## src/rtl/gate_trigger_sequencer.sv

```systemverilog
// Trigger pulse-train generator: a start edge while armed emits N single-cycle trig_o pulses
// spaced period_cycles_i apart (continuous when N=0), with busy/done/count status.
module gate_trigger_sequencer #(
  parameter int unsigned PERIOD_WIDTH = 32,
  parameter int unsigned COUNT_WIDTH  = 16
) (
  input  logic                    clk_i,
  input  logic                    rst_ni,
  input  logic                    arm_i,
  input  logic                    sw_trig_i,
  input  logic                    ext_trig_i,
  input  logic                    ext_trig_en_i,
  input  logic [PERIOD_WIDTH-1:0] period_cycles_i,
  input  logic [COUNT_WIDTH-1:0]  n_pulses_i,
  output logic                    trig_o,
  output logic                    busy_o,
  output logic                    done_o,
  output logic [COUNT_WIDTH-1:0]  pulse_count_o
);

  typedef enum logic [1:0] {StIdle, StFire, StWait, StDone} state_e;

  state_e                  state_q, state_d;
  logic                    sw_q, sw_prev_q;
  logic                    ext_sync1_q, ext_sync2_q, ext_q, ext_prev_q;
  logic                    start_q;
  logic [PERIOD_WIDTH-1:0] period_q, period_d;
  logic [PERIOD_WIDTH-1:0] wait_q, wait_d;
  logic [COUNT_WIDTH-1:0]  n_q, n_d;
  logic [COUNT_WIDTH-1:0]  count_q, count_d, count_inc;
  logic                    trig_q, busy_q, done_q;
  logic                    sw_edge, ext_edge;

  assign sw_edge   = sw_q & ~sw_prev_q;
  assign ext_edge  = ext_q & ~ext_prev_q;
  assign count_inc = (count_q == '1) ? count_q : count_q + COUNT_WIDTH'(1);

  always_comb begin
    state_d  = state_q;
    period_d = period_q;
    wait_d   = wait_q;
    n_d      = n_q;
    count_d  = count_q;
    unique case (state_q)
      StIdle: begin
        if (start_q && arm_i) begin
          state_d  = StFire;
          period_d = (period_cycles_i == '0) ? PERIOD_WIDTH'(1) : period_cycles_i;
          n_d      = n_pulses_i;
          count_d  = COUNT_WIDTH'(1);
        end
      end
      StFire: begin
        if (!arm_i) begin
          state_d = StIdle;
        end else if ((n_q != '0) && (count_q == n_q)) begin
          state_d = StDone;
        end else if (period_q == PERIOD_WIDTH'(1)) begin
          state_d = StFire;
          count_d = count_inc;
        end else begin
          // FIRE and the final WAIT cycle (counter at 0) each take one clock of the period
          wait_d  = period_q - PERIOD_WIDTH'(2);
          state_d = StWait;
        end
      end
      StWait: begin
        if (!arm_i) begin
          state_d = StIdle;
        end else if (wait_q == '0) begin
          state_d = StFire;
          count_d = count_inc;
        end else begin
          wait_d = wait_q - PERIOD_WIDTH'(1);
        end
      end
      StDone:  state_d = StIdle;
      default: state_d = StIdle;
    endcase
  end

  always_ff @(posedge clk_i or negedge rst_ni) begin
    if (!rst_ni) begin
      state_q     <= StIdle;
      sw_q        <= 1'b0;
      sw_prev_q   <= 1'b0;
      ext_sync1_q <= 1'b0;
      ext_sync2_q <= 1'b0;
      ext_q       <= 1'b0;
      ext_prev_q  <= 1'b0;
      start_q     <= 1'b0;
      period_q    <= '0;
      wait_q      <= '0;
      n_q         <= '0;
      count_q     <= '0;
      trig_q      <= 1'b0;
      busy_q      <= 1'b0;
      done_q      <= 1'b0;
    end else begin
      sw_q        <= sw_trig_i;
      sw_prev_q   <= sw_q;
      ext_sync1_q <= ext_trig_i;
      ext_sync2_q <= ext_sync1_q;
      ext_q       <= ext_sync2_q;
      ext_prev_q  <= ext_q;
      start_q     <= arm_i & (sw_edge | (ext_trig_en_i & ext_edge));
      state_q     <= state_d;
      period_q    <= period_d;
      wait_q      <= wait_d;
      n_q         <= n_d;
      count_q     <= count_d;
      trig_q      <= (state_d == StFire);
      busy_q      <= (state_d == StFire) || (state_d == StWait);
      done_q      <= (state_d == StDone);
    end
  end

  assign trig_o        = trig_q;
  assign busy_o        = busy_q;
  assign done_o        = done_q;
  assign pulse_count_o = count_q;

endmodule

```

## config.mk

```make
export PLATFORM = sky130hd
export DESIGN_NAME = gate_trigger_sequencer
export DESIGN_NICKNAME = d
export VERILOG_FILES = /design/src/rtl/gate_trigger_sequencer.sv
export SDC_FILE = /design/constraint.sdc
export NUM_CORES = 1
export LEC_CHECK = 0
export CORE_MARGIN = 2
export CORE_UTILIZATION = 45
export CTS_CLUSTER_SIZE = 30
export DETAILED_ROUTE_END_ITERATION = 10
export PLACE_DENSITY = 0.74
export REMOVE_ABC_BUFFERS = 1
export SYNTH_ARGS = -nofsm -noshare
export SYNTH_HDL_FRONTEND = slang
export SYNTH_SLANG_ARGS = --single-unit
```

## constraint.sdc

```tcl
create_clock -name clk_i -period 9.25 [get_ports clk_i]
set_input_delay 0.925 -clock clk_i [delete_from_list [all_inputs] [get_ports clk_i]]
set_output_delay 0.925 -clock clk_i [all_outputs]
set_load 0.01 [all_outputs]
```

# Word-level counts from Yosys, hierarchy flattened

Index checks and enable logic that the tools add are counted.

Register bits after elaboration: 108
Logic and storage cells: 76
Output and inout port bits: 19

Muxes and demuxes: 22
Bitwise logic cells: 7
Equal/unequal tests: 17
Reduce and logical (&&, ||, !) cells: 12
Add/subtract/negate cells: 3

Operators by type and width:

| kind                                                                  | count |
|---|---|
| 32-bit 2-to-1 mux                                                     | 6 |
| 16-bit 2-to-1 mux                                                     | 7 |
| 32-bit zero test                                                      | 2 |
| 32-bit one-hot mux with 2 select lines                                | 1 |
| 16-bit one-hot mux with 3 select lines                                | 1 |
| 32-bit by 1-bit == test with 1-bit output (second input constant)     | 1 |
| 32-bit by 1-bit subtractor with 32-bit output (second input constant) | 1 |
| 32-bit by 2-bit subtractor with 32-bit output (second input constant) | 1 |
| 16-bit by 1-bit adder with 16-bit output (second input constant)      | 1 |
| 16-bit == test                                                        | 1 |
| 16-bit == test (second input constant)                                | 1 |
| 2-bit != test (second input constant)                                 | 8 |
| 16-bit nonzero test                                                   | 1 |
| 2-bit 2-to-1 mux                                                      | 6 |
| 2-bit == test (second input constant)                                 | 4 |
| 2-bit one-hot mux with 4 select lines                                 | 1 |
| 7-bit AND reduction                                                   | 1 |
| 6-bit AND reduction                                                   | 1 |
| 1-bit bitwise AND                                                     | 4 |
| 2-bit by 1-bit == test with 1-bit output (second input constant)      | 2 |
| 3-bit nonzero test                                                    | 1 |
| 1-bit logical AND                                                     | 2 |
| 2-bit zero test                                                       | 1 |
| 1-bit NOT                                                             | 2 |
| other kinds (4)                                                       | 4 |

# Depth between registers and ports, before layout

Gate-level depths: netlist (run 1).

Word-level depth: 7
Gate-level depth with buffers: 11
Gate-level depth less buffers: 9

# Worst setup path after synthesis (run 1)

OpenSTA, ideal clock, no wires.

Kind: flip-flop to flip-flop
From: register wait_q[0]
To: register busy_q (netlist: busy_o)
Buffers on the path: 1
Period minus slack after synthesis: 2.907 ns
Required time: 9.187 ns
Setup slack: 6.343 ns
Data arrival time: 2.844 ns
Stages on the path, launching flop included: 11
Path through: dfrtp_1 -> inv_1 -> ha_1 -> or3b_2 -> or4_1 -> nor4_4 -> buf_2 -> a211oi_1 -> o22ai_1 -> ha_1 -> inv_1

Cells in the longest elaborated chain, start to end: 6

Ends and longest elaborated chain:

| element                                                                          | RTL line | RTL |
|---|---|---|
| from (decl)                                                                      | 28       | `logic [PERIOD_WIDTH-1:0] wait_q, wait_d;` |
| from (signal assigned)                                                           | 109      | `wait_q <= wait_d;` |
| 32-bit zero test (*)                                                             | 70       | `end else if (wait_q == '0) begin` |
| 2-bit 2-to-1 mux (*)                                                             | 70       |  |
| 2-bit 2-to-1 mux (*)                                                             | 68       | `if (!arm_i) begin` |
| 2-bit one-hot mux with 4 select lines (*)                                        | 44       | `unique case (state_q)` |
| via state_d[0]                                                                   | 23       | `state_e state_q, state_d;` |
| 2-bit by 1-bit == test with 1-bit output / 2-bit == test (equally long branches) | 113      | `busy_q <= (state_d == StFire) \|\| (state_d == StWait);` |
| 1-bit logical OR (*)                                                             | 113      |  |
| to (signal assigned)                                                             | 113      |  |
| to (decl)                                                                        | 31       | `logic trig_q, busy_q, done_q;` |

The timed path passes the listed nets; every way through them passes the cells marked *.
A chain may end at the register's enable or synchronous reset.

# Worst setup path after layout (run 1)

From: register period_q[3]
To: register count_q[0] (netlist: pulse_count_o[0])

Cells in the longest elaborated chain, start to end: 3

Ends and longest elaborated chain:

| element                                   | RTL line | RTL |
|---|---|---|
| from (decl)                               | 27       | `logic [PERIOD_WIDTH-1:0] period_q, period_d;` |
| from (signal assigned)                    | 108      | `period_q <= period_d;` |
| 32-bit by 1-bit == test with 1-bit output | 58       | `end else if (period_q == PERIOD_WIDTH'(1)) begin` |
| 2-bit != test (no line)                   | n/a      |  |
| 7-bit AND reduction (no line)             | n/a      |  |
| to (signal assigned)                      | 111      | `count_q <= count_d;` |
| to (decl)                                 | 30       | `logic [COUNT_WIDTH-1:0] count_q, count_d, count_inc;` |

No other way between the ends.

==> results of run 1 <==
-- registers in the layout (all words and copies together) (netlist names) --
register,count
period_q,32
wait_q,32
n_q,16
pulse_count_o,16
state_q,2
busy_o,1
done_o,1
ext_prev_q,1
ext_q,1
ext_sync1_q,1
ext_sync2_q,1
start_q,1
sw_prev_q,1
sw_q,1
trig_o,1
-- synthesized netlist by cell type (11+ instances only) --
library cell,n,area [um2]
nand2_1,43,161
xnor2_1,29,254
or4_1,11,82.6
or2_2,13,81.3
xor2_1,14,123
a21oi_1,17,85.1
a221o_1,13,130
o21ai_0,19,95.1
nand3_1,32,160
nor2_1,31,116
nor3_1,24,120
a32o_1,14,140
dfrtp_1,108,2700
o31ai_1,16,120
nand4_1,15,93.8
nor4_1,46,288
clkbuf_1,22,82.6
mux2_2,48,541
inv_1,20,75.1
-- cell families (layout without fill, tap and decap cells) --
logic type,after synthesis,after routing,synth area share [%]
flip-flops,108,108,41.9
AND/OR/NAND/NOR,257,257,22.2
XOR/XNOR,43,43,5.84
buffers and inverters,59,113,3.79
multiplexers,50,50,8.70
AO/OA/AOI/OAI,134,134,15.6
adder cells (fa/ha/maj),10,10,1.94
-- power by group --
group	switching, mW	internal [mW]	leakage [nW]
clock	0.169	0.186	0.127
sequential	0.245	0.668	1.32
combinational	0.497	0.448	1.37
-- routing by layer --
metal  GRT usage, %  part of all wire (%)  vias up
met1           31.4                    45     2750
li1               -                     -     2635
met2           35.2                    47      194
met3           4.03                   6.4       19
met4           8.17                   1.6        0
met5              0                     0        -
-- worst max-delay path, delay by kind of cell (launching register included) --
| kind | cells | cell delay, ns |
|---|---|---|
| multiplexers | 1 | 0.33 |
| AND/OR/NAND/NOR | 3 | 1.39 |
| flip-flops | 1 | 0.44 |
| AO/OA/AOI/OAI | 2 | 1.01 |
-- metrics by stage --
stage / instance area (um2) / instances
finish: 7550 / 895
global route: 7550 / 895
CTS: 7550 / 895
detailed placement: 7290 / 882
global placement: 7290 / 882
floorplan: 6280 / 622
-- cell type report --
type / count / area share (%)
Sequential cell: 108 / 35.8
Clock buffer: 11 / 3.21
Tap cell: 180 / 2.98
Multi-Input combinational cell: 494 / 46.5
Clock inverter: 2 / 0.182
Inverter: 20 / 0.994
Timing Repair Buffer: 80 / 10.3
-- path summary, 6_finish.rpt --
kind	startpoint	endpoint	slack (ns)	cells past startpoint
worst max register to register	period_q[3]$_DFFE_PN0P_	pulse_count_o[0]$_DFFE_PN0P_	5.97	6
min in group asynchronous	rst_ni	n_q[3]$_DFFE_PN0P_	0.54	1
worst max-delay path	period_q[3]$_DFFE_PN0P_	pulse_count_o[0]$_DFFE_PN0P_	5.97	6
worst min-delay path	ext_sync1_q$_DFF_PN0_	ext_sync2_q$_DFF_PN0_	0.35	0
worst min register to register	ext_sync1_q$_DFF_PN0_	ext_sync2_q$_DFF_PN0_	0.35	0
max in group asynchronous	rst_ni	period_q[21]$_DFFE_PN0P_	7.40	2
==> impl_metrics.ini, run 1 <==
[routing]
vias = 5598
route.antenna.remaining_nets = 0
routed_via_density = 6.25
drt_iter0_markers = 456
route.detailed.drc = 0
routed_wl_um = 16500
drt-pass1-iter-count = 6
drt-wirelength-per-cell_um = 18.5

[clock_network]
cts.hold.buffers_added = 0
clockBufferDepth = 2
cts-root-buf = clkbuf_16
clk_pin_slew_ns = 0.07
cts_tree = built
post_cts_resized = 0
insertion_delay_ns = 0.35
clock_sinks = 108
numCtsBuffers = 9
cts_setup_buffers = 0
htree_levels = 3

[cells_and_area]
diodes = 0
layout_commonest_cell = dfrtp_1
nets = 777
final_cell_mix = dfrtp_1 (108), clkdlybuf4s50_1 (71), mux2_2 (48)
multiInputGateArea_um2 = 3510
layout-drive-gt1-share_pct = 13.7
fin_util_pct = 54.2
syn2layout_area_growth_pct = 17.2
regArea_um2 = 2700
fill_cells = 1222

[pwr]
leakagePower_nw = 2.83
report.power.total_mw = 2.21
vdd_drop_max_mv = 0.176
power_density_nw_per_um2 = 293

[flow_run]
cap_violations = 0

[sta]
totalNegativeSetupSlack_ns = 0
fin_ws_ns = 5.97
rsz0062_at_grt = false
drv_slew = 0
clock_skew_ns = 0.0116
fmax_mhz = 305
worstMarginPinSlew_ns = 0.915
slew_headroom_pct = 39.0
period_minus_slack_ns = 3.28
holdWs_ns = 0.352
period_share_pct = 35.5
finalSetupViolCount = 0
hold_viol_final = 0

[global_route]
grt_util_all_layers_pct = 22.5
grt_pass1_wl_um = 27300
overflow = 0
grt_pass1_vias = 5460
antenna_found_initial = 0
grt_max_degree = 73

[logic_synthesis]
ys_async_sr_fraction_pct = 100
synth-seq-cells = 108
yosysWarnings = 0
yosysSeqAreaShare_pct = 41.9
synth.distinct_cells = 61
synthCells = 661
syn_area_um2 = 6440
synth_edf_count = 0
syn_area_per_cell_um2 = 9.75
ys.flop_type = dfrtp_1

[floorplanning]
die_h_um = 124
die_w_um = 124
initial_utilization_pct = 46.3
die-area_um2 = 15300
num_rows = 43
core_area_um2 = 13900
io_pins = 73

[worst_setup_path]
max_stage_delay_ns = 0.76
cp-end-kind = flop
worstSetupStartpointType = flop
critPathSlowestCell = nor4_1
crit_fanout = 16
crit_arrival_ns = 3.51
worstSetupPathType = reg2reg
required_ns = 9.48
crit_chain = nor4_1 -> nand4_1 -> o31ai_1 -> a21boi_2 -> nand3_1 -> mux2_2

[placement]
io_buffers = 72
dp_slack_ns = 5.93
dp_hpwl_um = 11700
place.gp.congestion = 0.869

[status]
status = finished clean

[worst_hold_path]
hold_class = reg2reg
(Power assumes the default switching activity.)
==> run 2: changes to the inputs <==
Clock period 9.25 ns to 3.4 ns, I/O delays scaled along.
==> run 2 against run 1 <==
Compared with the run above:
- clock-buffer cell count unchanged
- clock power grew to 3.4 times the previous value
- global-route usage grew 0.20 points
- via count up 0.70%
- total power rose to 2.8 times the previous value
- clock skew decreased by 0.0044 ns
- die area stayed put
- sequential cell count unchanged
- critical path type unchanged
- critical path depth is 4 higher
- final area grew 2.2%
- non-clock buffer count increased by 9
==> impl_metrics.ini, run 2 (same netlist as run 1, synthesis figures left out) <==
[status]
status = finished clean

[worst_setup_path]
required_ns = 3.70
crit_arrival_ns = 3.45
worstSetupPathType = reg2reg
timing.rr.start = wait_q[0]$_DFFE_PN0P_
worstSetupStartpointType = flop
cp-end-kind = flop
startpoint = wait_q[0]$_DFFE_PN0P_
reg2reg_depth = 10
worstReg2RegEnd = busy_o$_DFF_PN0_
crit_fanout = 14
regToRegSetupSlack_ns = 0.25

[pwr]
p_clk_share_pct = 19.3
vdd_drop_max_mv = 0.451
power_density_nw_per_um2 = 818
leakagePower_nw = 2.91
p_seq_share_pct = 39.4
p_int_mw = 3.81
p_sw_share_pct = 39.7
power_frac_comb_pct = 41.3
p_switching_mw = 2.50

[routing]
route.detailed.drc = 0
routed_wl_um = 16500
vias = 5637
routed_via_density = 6.22
drt-pass1-iter-count = 10
drt_iter0_markers = 404
route.antenna.remaining_nets = 0
drt-wirelength-per-cell_um = 18.2

[clock_network]
clock_sinks = 108
cts-root-buf = clkbuf_16
clockBufferDepth = 2
cts.hold.buffers_added = 0
insertion_delay_ns = 0.36
cts_tree = built
numCtsBuffers = 9
clk_pin_slew_ns = 0.07
htree_levels = 3
post_cts_resized = 0
cts_setup_buffers = 0

[sta]
slew_headroom_pct = 28.1
clock_skew_ns = 0.00713
worstMarginPinSlew_ns = 1.08
hold_viol_final = 0
period_minus_slack_ns = 3.15
rsz0062_at_grt = false
drv_slew = 0
fmax_mhz = 318
finalSetupViolCount = 0
period_share_pct = 92.5

[cells_and_area]
postLayoutCellArea_um2 = 7710
layout-drive-gt1-share_pct = 15.0
layout_commonest_cell = dfrtp_1
syn2layout_area_growth_pct = 19.7
final_cell_mix = dfrtp_1 (108), clkdlybuf4s50_1 (71), mux2_2 (48)
nets = 786
diodes = 0
largestRegisters = period_q x32, wait_q x32
stdcell_count = 906

[global_route]
antenna_found_initial = 0
grt_max_degree = 89
grt_pass1_wl_um = 27300
grt_util_all_layers_pct = 22.7
use_met2_pct = 35.7
met1_usage_pct = 31.2
met3_usage_pct = 4.26
overflow = 0
gr-max-usage-layer = met2
grt_pass1_vias = 5446

[placement]
place_area_um2 = 7370
io_buffers = 72
place.gp.congestion = 0.893
dp_hpwl_um = 11800
placed_cells = 891

[floorplanning]
num_rows = 43
io_pins = 73
die_h_um = 124
die_w_um = 124
initial_utilization_pct = 46.3
core_area_um2 = 13900
die-area_um2 = 15300

[flow_run]
cap_violations = 0

[worst_hold_path]
hold_class = in2async
==> run 2: changes by cell type in the layout (fill, tap and decap cells not counted), sizes merged <==
cell      previous run  this run
buf                  9        18
bufinv               0         3
clkinv               2         0
clkinvlp             0         1
==> run 2: worst max-delay path, cell delays in order (launching register included) <==
cell      delay, ns
dfrtp_1        0.40
inv_1          0.08
ha_1           0.19
or3b_2         0.50
or4_1          0.58
nor4_4         0.30
buf_4          0.26
a211oi_1       0.10
o22ai_1        0.32
ha_1           0.29
inv_1          0.05
==> run 2: power groups by stage <==
stage | combinational (mW) | sequential [mW] | clock (mW)
2_1_floorplan | 1.87 | 2.31 | 0
3_3_place_gp | 2.47 | 2.43 | 0
3_5_place_dp | 2.57 | 2.47 | 0
4_1_cts | 2.59 | 2.46 | 1.23
5_1_grt | 2.86 | 2.57 | 1.28
6_report | 2.60 | 2.48 | 1.22
==> run 2: how the worst max path moves through the flow <==
stage                                    to  slack [ns]  depth (start not counted)
6_report                   busy_o$_DFF_PN0_        0.25                         10
2_1_floorplan        wait_q[24]$_DFFE_PN0P_       -0.79                          6
5_1_grt                    busy_o$_DFF_PN0_        0.03                         10
4_1_cts                    busy_o$_DFF_PN0_        0.26                         10
3_3_place_gp   pulse_count_o[1]$_DFFE_PN0P_        0.38                          8
3_5_place_dp               busy_o$_DFF_PN0_        0.28                         10
==> run 2: metrics by stage <==
step                setup WS, ns  utilization [%]  hold WS (ns)  setup TNS (ns)  total power [mW]
detailed placement         0.278             52.9         0.340               0              5.04
finish                     0.253             55.4         0.194               0              6.31
global placement           0.381             52.9         0.335               0              4.90
CTS                        0.257             55.4         0.241               0              6.27
global route              0.0315             55.4         0.303               0              6.71
floorplan                 -0.793                -        0.0444          -13.00              4.17
==> run 2: routing by layer <==
| layer | up-vias | share of wire [%] |
|---|---|---|
| met5 | - | 0 |
| met4 | 0 | 2.0 |
| met3 | 29 | 5.9 |
| met2 | 197 | 47 |
| met1 | 2767 | 45 |
| li1 | 2644 | - |
==> run 2: layout make-up <==
cell class              count  area (um2)
clock buffers              11         243
clock inverters             4        97.6
multi-input cells         494        3510
inverters                  20        75.1
fillers                  1176        6220
flip-flops and latches    108        2700
well taps                 180         225
repair buffers             89         858
==> RTL change, RTL diff (settings of run 2) <==
`n_q` no longer has a reset.
--- a/src/rtl/gate_trigger_sequencer.sv
+++ b/src/rtl/gate_trigger_sequencer.sv
@@ -92,5 +92,4 @@
       period_q    <= '0;
       wait_q      <= '0;
-      n_q         <= '0;
       count_q     <= '0;
       trig_q      <= 1'b0;
@@ -108,5 +107,4 @@
       period_q    <= period_d;
       wait_q      <= wait_d;
-      n_q         <= n_d;
       count_q     <= count_d;
       trig_q      <= (state_d == StFire);
@@ -114,4 +112,8 @@
       done_q      <= (state_d == StDone);
     end
+  end
+
+  always_ff @(posedge clk_i) begin
+    n_q <= n_d;
   end
 
Check against the original RTL: no difference found for any inputs over 10 cycles, from zero or initial values and one cycle with rst_ni low; that may be too few to reach the edited logic, so the function may still have changed.
==> RTL change against run 2 <==
  * Critical path depth down 1
  * Area after synthesis down 5.8%
  * Routed wire length down 7.2%
  * Cell area down 5.4%
  * Total power down 10%
  * Cell count down 3.8%
  * Sequential power down 4%
  * Sequential cell count unchanged
  * Count of clock-buffer cells in the layout down 1
  * Clock skew up 0.0063 ns
  * First-iteration DRC count up 10%
  * Setup slack worse by 0.082 ns
  * Maximum frequency down 2.5%
  * Critical endpoint is now wait_q[20]
==> RTL change: results (changes against run 2) <==
| Metric | Value |
|---|---|
| Detailed-route wire length | `15300 um (was 16500 um)` |
| Iteration-0 DRC Markers | `445 (was 404)` |
| Cells after DPL | `856 (was 891)` |
| CP max FO | `46 (was 14)` |
| P_sw | `0.00234 W (was 0.00250 W)` |
| RR Endpoint | `wait_q[20] (was busy_o)` |
| Final net count | `755 (was 786)` |
| Max_slew headroom | `27.5% (was 28.1%)` |
| WL/cell | `17.6 um (was 18.2 um)` |
| DR pass1 iterations | `5 (was 10)` |
| Outcome | `finished, final reports clean (unchanged)` |
| Met1 wire length | `6650 um (was 7520 um)` |
| Post-DP HPWL | `10900 um (was 11800 um)` |
| Leakage power | `2.85 nW (was 2.91 nW)` |
| Post-synth EDFFs | `16 (was 0)` |
| Async SR Flop Fraction | `85.2% (was 100%)` |
| GPL Wtd Cong | `0.911 (was 0.893)` |
| Worst path arrival time | `3.48 ns (was 3.45 ns)` |
| Adder-cell area share of the yosys netlist | `2.06% (was 1.94%)` |
| Worst Skew | `0.0134 ns (was 0.00713 ns)` |
| Fillers | `1134 (was 1176)` |
| Largest net degree at the start of global routing | `69 (was 89)` |
| Layout cells sized above 1 | `10.9% (was 15.0%)` |
| Post-synth top cells | `dfrtp_1, nand2_1, nor4_1 (was dfrtp_1, mux2_2, nor4_1)` |
| DR WL met2 | `7540 um (was 7690 um)` |
| Sequential area share after synthesis | `45.8% (was 41.9%)` |
| Avg Cell Area, Syn | `9.77 um^2 (was 9.75 um^2)` |
| First-pass GRT wire length | `25800 um (was 27300 um)` |
| Distinct cells, synth | `60 (was 61)` |
| Dpl cell area | `7010 um^2 (was 7370 um^2)` |
| Mux cell area share after synthesis | `6.60% (was 8.70%)` |
| Worst reg2reg startpoint | `wait_q[18] (was wait_q[0])` |
| Compound-gate portion of the synthesized area | `12.6% (was 15.6%)` |
| Via Count | `5166 (was 5637)` |
| GRT Total Usage | `22.4% (was 22.7%)` |
| Peak VDD IR | `0.000412 V (was 0.000451 V)` |
==> RTL change: cell types whose count changed in the layout (fill, tap and decap cells not counted), sizes merged, moves of 11 or more <==
cell	run 2	this run
or2	13	2
o21ai	21	32
xor2	14	31
nand2	43	59
xnor2	29	12
edfxtp	0	16
a221o	13	2
a32o	14	1
dfrtp	108	92
mux2	48	32
==> RTL change: kinds of logic after synthesis <==
group / after synthesis
compound gates: 112
xor+xnor: 43
fa+ha+maj: 10
buf+inv: 48
flops: 108
mux: 36
simple gates: 264
==> RTL change: worst max-delay path by stage <==
stage | cells past startpoint | slack, ns | startpoint | to
after CTS | 7 | 0.18 | period_q[20] | wait_q[23]
after global routing | 9 | 0.01 | wait_q[18] | wait_q[20]
after global placement | 9 | 0.25 | wait_q[18] | wait_q[20]
final | 9 | 0.17 | wait_q[18] | wait_q[20]
after detailed placement | 7 | 0.19 | period_q[20] | wait_q[23]
after floorplan | 6 | -1.08 | state_q[0] | wait_q[23]
==> RTL change: layer usage <==
metal	global-route usage (%)	vias to the layer above
li1	-	2468
met1	29.6	2484
met2	37.9	190
met3	3.28	24
met4	7.43	0
met5	0	-
==> RTL change: power by group through the flow <==
stage / registers (W) / logic (W) / clock network (W)
4_1_cts: 0.00235 / 0.00227 / 0.00104
2_1_floorplan: 0.00222 / 0.00157 / 0
3_5_place_dp: 0.00236 / 0.00225 / 0
3_3_place_gp: 0.00233 / 0.00218 / 0
6_report: 0.00237 / 0.00228 / 0.00103
5_1_grt: 0.00244 / 0.00255 / 0.00110
==> RTL change: area by class of cell <==
cell class	instances	area (um^2)	area share, %
Timing Repair Buffer	88	851	11.7
Inverter	19	71.3	0.978
Clock buffer	10	239	3.28
Tap cell	176	220	3.02
Multi-Input combinational cell	465	3080	42.3
Clock inverter	6	47.5	0.652
Sequential cell	108	2780	38.1
==> RTL change: through the flow <==
stage / setup TNS [ns] / power, W / setup WS [ns] / hold slack (ns)
final: 0 / 0.00567 / 0.171 / 0.0942
after global placement: 0 / 0.00451 / 0.251 / 0.334
after floorplan: -20.38 / 0.00379 / -1.08 / 0.0444
after detailed placement: 0 / 0.00461 / 0.188 / 0.336
after global routing: 0 / 0.00609 / 0.0106 / 0.185
after CTS: 0 / 0.00566 / 0.185 / 0.135
==> RTL change: worst max-delay path, stage by stage, from the launching register on <==
cell	delay, ns
dfrtp_1	0.47
or4_1	0.59
or4_1	0.52
nor4_1	0.32
buf_4	0.18
a22o_1	0.20
or3_1	0.18
buf_12	0.24
o32ai_1	0.12
a221o_1	0.28
